### src/rtl/conv_out_quant_pkg.sv
// Shared encodings and default sizes for the convolution output quantiser.
// The optional per-frame clamp counter (SAT_COUNT_EN) uses SAT_CNT_W from here.
package conv_out_quant_pkg;

    typedef enum logic [1:0] {
        ST_IDLE  = 2'd0,
        ST_RUN   = 2'd1,
        ST_DRAIN = 2'd2,
        ST_DONE  = 2'd3
    } state_t;

    localparam int DEF_IN_W         = 20;
    localparam int DEF_OUT_W        = 12;
    localparam int DEF_ADDR_W       = 17;
    localparam int DEF_FIFO_DEPTH   = 4;
    localparam int DEF_FRAME_PIXELS = 2500;
    localparam int SAT_CNT_W        = 12;

endpackage

### src/rtl/conv_out_fifo.sv
// Synchronous first-word-fall-through FIFO; pointers wrap modulo DEPTH (power of two)
// and a separate level counter tells full from empty. Head reads 0 when empty.
module conv_out_fifo #(
    parameter int WIDTH = 8,
    parameter int DEPTH = 4
) (
    input  logic             clk,
    input  logic             rst,
    input  logic             flush,
    input  logic             push,
    input  logic             pop,
    input  logic [WIDTH-1:0] wdata,
    output logic [WIDTH-1:0] rdata,
    output logic             valid,
    output logic             full
);

    localparam int PTR_W = $clog2(DEPTH);
    localparam int LVL_W = $clog2(DEPTH + 1);

    logic [WIDTH-1:0] mem [DEPTH];
    logic [PTR_W-1:0] wr_ptr;
    logic [PTR_W-1:0] rd_ptr;
    logic [LVL_W-1:0] level;
    logic             do_push;
    logic             do_pop;

    assign valid   = (level != '0);
    assign full    = (level == LVL_W'(DEPTH));
    assign do_pop  = pop && valid;
    // a full FIFO still accepts a write when the head leaves on the same edge
    assign do_push = push && (!full || do_pop);
    assign rdata   = valid ? mem[rd_ptr] : '0;

    always_ff @(posedge clk or posedge rst) begin
        if (rst) begin
            wr_ptr <= '0;
            rd_ptr <= '0;
            level  <= '0;
        end else if (flush) begin
            wr_ptr <= '0;
            rd_ptr <= '0;
            level  <= '0;
        end else begin
            if (do_push) wr_ptr <= wr_ptr + 1'b1;
            if (do_pop)  rd_ptr <= rd_ptr + 1'b1;
            if (do_push && !do_pop)      level <= level + 1'b1;
            else if (!do_push && do_pop) level <= level - 1'b1;
        end
    end

    always_ff @(posedge clk) begin
        if (do_push && !flush) mem[wr_ptr] <= wdata;
    end

endmodule

### src/rtl/conv_out_quant.sv
// Rounds, shifts and clamps conv2d results into unsigned pixels and buffers them for a sink.
// Define SAT_COUNT_EN to add the sat_cnt port counting clamped samples per frame.
//   state    | meaning
//   ST_IDLE  | after reset, results ignored until start
//   ST_RUN   | accepting results until FRAME_PIXELS have been seen
//   ST_DRAIN | frame complete, waiting for the FIFO to empty
//   ST_DONE  | frame delivered, done high until the next start
module conv_out_quant
    import conv_out_quant_pkg::*;
#(
    parameter int IN_W         = DEF_IN_W,
    parameter int OUT_W        = DEF_OUT_W,
    parameter int ADDR_W       = DEF_ADDR_W,
    parameter int FIFO_DEPTH   = DEF_FIFO_DEPTH,
    parameter int FRAME_PIXELS = DEF_FRAME_PIXELS
) (
    input  logic              clk,
    input  logic              rst,
    input  logic              start,
    input  logic [3:0]        shift,
    input  logic              in_we,
    input  logic [ADDR_W-1:0] in_addr,
    input  logic [IN_W-1:0]   in_data,
    output logic              out_valid,
    input  logic              out_ready,
    output logic [ADDR_W-1:0] out_addr,
    output logic [OUT_W-1:0]  out_data,
    output logic              done,
    output logic              overflow
`ifdef SAT_COUNT_EN
    ,
    output logic [SAT_CNT_W-1:0] sat_cnt
`endif
);

    localparam int CNT_W = $clog2(FRAME_PIXELS + 1);
    localparam int ENT_W = ADDR_W + OUT_W;
    localparam logic signed [IN_W:0] PIX_MAX = (IN_W+1)'((1 << OUT_W) - 1);

    state_t             state;
    state_t             state_nx;
    logic [CNT_W-1:0]   count;
    logic [3:0]         shift_q;
    logic               run;
    logic               accept;
    logic               last;
    logic               pop;
    logic               full;
    logic [ENT_W-1:0]   head;
    logic signed [IN_W:0] ext;
    logic signed [IN_W:0] bias;
    logic signed [IN_W:0] rounded;
    logic signed [IN_W:0] shifted;
    logic [OUT_W-1:0]   pix;

    assign accept = run && in_we && !start;
    assign last   = accept && (count == CNT_W'(FRAME_PIXELS - 1));
    assign pop    = out_valid && out_ready;

    always_ff @(posedge clk or posedge rst) begin
        if (rst) state <= ST_IDLE;
        else     state <= state_nx;
    end

    always_comb begin
        state_nx = state;
        if (start) begin
            state_nx = ST_RUN;
        end else begin
            case (state)
                ST_IDLE:  state_nx = ST_IDLE;
                ST_RUN:   if (last) state_nx = ST_DRAIN;
                ST_DRAIN: if (!out_valid) state_nx = ST_DONE;
                ST_DONE:  state_nx = ST_DONE;
                default:  state_nx = ST_IDLE;
            endcase
        end
    end

    always_comb begin
        run  = (state == ST_RUN);
        done = (state == ST_DONE);
    end

    always_ff @(posedge clk or posedge rst) begin
        if (rst) begin
            count    <= '0;
            shift_q  <= '0;
            overflow <= 1'b0;
        end else if (start) begin
            count    <= '0;
            shift_q  <= shift;
            overflow <= 1'b0;
        end else if (accept) begin
            count <= count + 1'b1;
            if (full && !pop) overflow <= 1'b1;
        end
    end

    // one extra bit of headroom keeps the rounding add from wrapping
    always_comb begin
        ext     = {in_data[IN_W-1], in_data};
        bias    = {{IN_W{1'b0}}, (shift_q != 4'd0)} << (shift_q - 4'd1);
        rounded = ext + bias;
        shifted = rounded >>> shift_q;
        if (shifted[IN_W])          pix = '0;
        else if (shifted > PIX_MAX) pix = '1;
        else                        pix = shifted[OUT_W-1:0];
    end

    conv_out_fifo #(
        .WIDTH (ENT_W),
        .DEPTH (FIFO_DEPTH)
    ) u_fifo (
        .clk   (clk),
        .rst   (rst),
        .flush (start),
        .push  (accept),
        .pop   (out_ready),
        .wdata ({in_addr, pix}),
        .rdata (head),
        .valid (out_valid),
        .full  (full)
    );

    assign out_addr = head[ENT_W-1:OUT_W];
    assign out_data = head[OUT_W-1:0];

`ifdef SAT_COUNT_EN
    logic clamp;
    assign clamp = shifted[IN_W] || (shifted > PIX_MAX);

    always_ff @(posedge clk or posedge rst) begin
        if (rst)                                     sat_cnt <= '0;
        else if (start)                              sat_cnt <= '0;
        else if (accept && clamp && sat_cnt != '1)   sat_cnt <= sat_cnt + 1'b1;
    end
`endif

endmodule

### config.mk
export PLATFORM = sky130hd
export DESIGN_NAME = conv_out_quant
export DESIGN_NICKNAME = d
export VERILOG_FILES = /design/src/rtl/conv_out_quant_pkg.sv /design/src/rtl/conv_out_fifo.sv /design/src/rtl/conv_out_quant.sv
export SDC_FILE = /design/constraint.sdc
export NUM_CORES = 1
export LEC_CHECK = 0
export ABC_AREA = 1
export ABC_CLOCK_PERIOD_IN_PS = 7610
export BUFFER_PORTS_ARGS = -buffer_cell sky130_fd_sc_hd__buf_2
export CORE_UTILIZATION = 60
export CTS_CLUSTER_SIZE = 10
export DETAILED_ROUTE_END_ITERATION = 10
export PLACE_DENSITY = 0.83
export SYNTH_ARGS = -nofsm -noshare
export SYNTH_HDL_FRONTEND = slang
export SYNTH_HIERARCHICAL = 1
export SYNTH_SLANG_ARGS = --single-unit
### constraint.sdc
create_clock -name clk -period 7.61 [get_ports clk]
set_input_delay 0.3805 -clock clk [delete_from_list [all_inputs] [get_ports clk]]
set_output_delay 0.3805 -clock clk [all_outputs]
set_load 0.02 [all_outputs]
==> flow_summary_export.csv <==
group,metric,value,unit
outcome,status,"completed",
worst_setup_path,crit_required,7.75,ns
drt,final_antenna_net_count,0,
synth,synth_warnings,6,
placement,finalWeightedCongestion,0.975,
layout,diodes,0,
sta,setup_violations,0,
layout,nets,1120,
power_and_ir_drop,internal_power,0.00158,W
clock_network,clkLatencyLatePin,0.42,ns
synth,synth.avg_cell_area,8.49,µm²
sta,timing.clock.skew,0.00932,ns
global_route,globalRoute.totalOverflow,0,
sta,worst-slew-pin-transition,1.22,ns
worst_setup_path,cp_top_family,"simple AND/OR/NAND/NOR gates",
worst_setup_path,cpMostUsedCell,"nand2_2",
worst_setup_path,timing.critical_path.to_type,"flop",
clock_network,hold_buffers,1,
die,num_io_pins,78,
layout,post_route_cells_drive_above_1_share,16.2,%
worst_setup_path,critPathMaxFanout,30,
sta,final_min_period_over_clock_period,69.2,%
placement,portBuffers,77,
drt,first_drt_pass_iteration_count,5,
sta,rsz_0062_raised_after_global_routing,"no",
drt,initialDrtViolationCount,669,
sta,report.final.slew_viol_count,0,
drt,wl_per_cell,15.3,µm
sta,final.setup.tns,0,ns
placement,detailed_place_hpwl,12.5,mm
die,dieArea,14400,µm²
clock_network,clock_sinks,142,
power_and_ir_drop,switchingPower,0.000873,W
clock_network,postCtsResizedCells,0,
die,floorplan.initialDensity,62.2,%
flow_run,drv_cap,0,
synth,netlist_area,8330,µm²
power_and_ir_drop,pwr_density_cell,263,nW/µm²
synth,postSynth.asyncResetShare,18.3,%
die,core_region,13400,µm²
worst_setup_path,timing.setup.critical_path_class,"flop to flop",
drt,detail_route.wirelength,18.9,mm
die,die_x,120,µm
power_and_ir_drop,seqPwrFrac,36.7,%
die,floorplan.die.height,120,µm
power_and_ir_drop,clock_power_share,32.7,%
synth,synth_seq_cells,142,
sta,hold_violations,0,
layout,number_of_cells_in_the_finished_layout_apart_from_fillers,1236,
power_and_ir_drop,reported_leakage_power,4.06,nW
global_route,grt_max_degree,60,
sta,finalWorstPathRequiredPeriod,5.27,ns
placement,place.detailed.instances,1203,
synth,synth-edff-count,116,
power_and_ir_drop,vdd.ir_drop.worst,0.149,mV
synth,share_of_the_yosys_chip_area_belonging_to_registers,49.6,%
layout,fillCellCount,1047,
sta,fmaxAchievable,190,MHz
clock_network,cts-root-buf,"clkbuf_16",
layout,area_growth_syn_to_layout,12.0,%
drt,dr_total_vias,6927,
clock_network,clock_tree.htree_level_count,4,
sta,timing.slew.headroom,18.6,%
worst_setup_path,worst_path_bufs_invs,4,
global_route,grt_usage,27.4,%
worst_setup_path,worst_path_max_delay_cell,"dfrtp_1",
worst_setup_path,worst_setup_path_start_kind,"flop",
synth,ys_dominant_reg_cell,"edfxtp_1",
global_route,global_route_wire_length_before_repair,30.1,mm
synth,synth_fp_nets,1055,
clock_network,cts.repair_timing.setup_buffer_count,0,
clock_network,cts.path.max_buffers,2,
drt,drc,0,
die,std_cell_rows,42,
synth,synthCells,982,
global_route,antenna_found_initial,0,
global_route,grt_pass1_vias,6474,
synth,netlist-cell-type-count,49,
worst_setup_path,max_stage_delay,0.76,ns
clock_network,cts_inserted_buffers,17,
clock_network,clk_pin_slew_worst_paths,0.06,ns
power_and_ir_drop,gate_power_share,30.7,%
drt,viasPerCell,5.60,
worst_setup_path,worstPathArrival,5.41,ns
clock_network,tritoncts_clock_tree,"done",
power_and_ir_drop,swShare,35.5,%
worst_hold_path,min_delay_path_class,"primary input to flop",
[cell type report]
| type | instances | area [µm²] | share of cell area, % |
|---|---|---|---|
| well taps | 176 | 220 | 2.36 |
| flip-flops and latches | 142 | 4140 | 44.3 |
| clock buffers | 19 | 433 | 4.64 |
| multi-input cells | 710 | 3620 | 38.8 |
| clock inverters | 13 | 139 | 1.49 |
| repair buffers | 84 | 440 | 4.72 |
| inverters | 92 | 348 | 3.73 |
[worst reg2reg max path, cell delays in order, from the launching register on]
cell,delay [ns]
dfrtp_1,0.76
inv_1,0.57
ha_1,0.38
or2_2,0.27
nand2_1,0.08
clkinv_1,0.22
nor3_1,0.24
ha_1,0.23
inv_1,0.07
fa_1,0.40
inv_1,0.09
nand3_1,0.08
nand3_2,0.12
nand2_1,0.07
nand2_2,0.08
nand2_2,0.07
nand2_4,0.09
nand2_4,0.07
nand2_4,0.14
nand2_2,0.08
nand3_1,0.11
nand3_1,0.10
nand2_2,0.11
nand2_2,0.05
nor2_2,0.11
nand3_2,0.12
nand3_2,0.14
nand2_1,0.13
[cells by family after synthesis]
group / count (synthesis) / synth area share, %
AND/OR/NAND/NOR: 505 / 26.3
AO/OA/AOI/OAI: 163 / 11.1
flip-flops: 142 / 49.6
buffers and inverters: 130 / 7.12
adder cells (fa/ha/maj): 27 / 4.23
XOR/XNOR: 13 / 1.37
multiplexers: 2 / 0.240
[routing by layer]
metal  vias to the layer above  GRT usage, %  part of all wire (%)
met2                       292          46.5                    49
li1                       3423             -                     -
met1                      3167          34.2                    42
met3                        45          4.85                   6.5
met4                         0          12.3                   2.4
met5                         -             0                     0
[registers in the layout, summed over array words and instances, names as in the netlist]
| name | flops |
|---|---|
| u_fifo/mem | 116 |
| count | 12 |
| shift_q | 4 |
| u_fifo/level | 3 |
| state | 2 |
| u_fifo/rd_ptr | 2 |
| u_fifo/wr_ptr | 2 |
| overflow | 1 |
[cells in the final DEF (no fill, tap or decap), drive strengths merged]
cell and n:
o21ai 89, bufinv 2, clkinv 7, o211ai 4
inv 93, o221ai 2, o311ai 1, dfrtp 26
nand3b 3, clkbuf 19, and2 1, a21oi 61
edfxtp 116, o2111ai 1, nand4 7, or2 4
nand3 87, buf 83, xor2 9, o22ai 2
a31oi 1, dlygate4sd3 1, nor2 178, clkinvlp 3
a21o 1, nand2 209, ha 25, mux2i 2
nor3b 1, nor3 15, xnor2 4, fa 2
o21a 1
[per-stage QoR]
step	util [%]	hold WS [ns]	setup WS, ns	total power [W]	area, µm²
global placement	65.3	0.350	2.54	0.00164	8750
finish	69.6	0.170	2.34	0.00246	9330
detailed placement	65.3	0.346	2.43	0.00165	8750
CTS	69.6	0.159	2.40	0.00245	9330
global route	69.6	0.161	1.82	0.00257	9330
floorplan	-	0.184	3.52	0.00148	8330
[synth_stat cells (all sizes together), types with 14 or more instances]
cell type | instances | share of area (%)
nand2 | 209 | 10
nor2 | 178 | 8.2
edfxtp | 116 | 42
inv | 89 | 4.0
o21ai | 89 | 5.4
nand3 | 87 | 5.6
a21oi | 61 | 4.5
dfrtp | 26 | 7.8
ha | 25 | 3.8
buf | 24 | 2.1
nor3 | 15 | 1.1
clkbuf | 14 | 0.81
[worst paths after layout]
check                                 start           endpoint  slack [ns]  cells after the start
worst min register to register    count[11]          count[11]        0.46                      1
min in group asynchronous               rst    u_fifo/level[2]        0.46                      3
worst max-delay path             shift_q[0]   u_fifo/mem[0][7]        2.34                     27
max in group asynchronous               rst           count[8]        6.49                      3
worst min-delay path            in_addr[10]  u_fifo/mem[1][22]        0.17                      1
worst max register to register   shift_q[0]   u_fifo/mem[0][7]        2.34                     27
[power groups by stage]
| stage | registers, W | logic [W] | clock network, W |
|---|---|---|---|
| 2_1_floorplan | 0.000903 | 0.000581 | 0 |
| 3_3_place_gp | 0.000914 | 0.000729 | 0 |
| 3_5_place_dp | 0.000915 | 0.000739 | 0 |
| 4_1_cts | 0.000900 | 0.000748 | 0.000807 |
| 5_1_grt | 0.000904 | 0.000825 | 0.000838 |
| 6_report | 0.000900 | 0.000753 | 0.000803 |
Power figures use the tool's default switching activity.
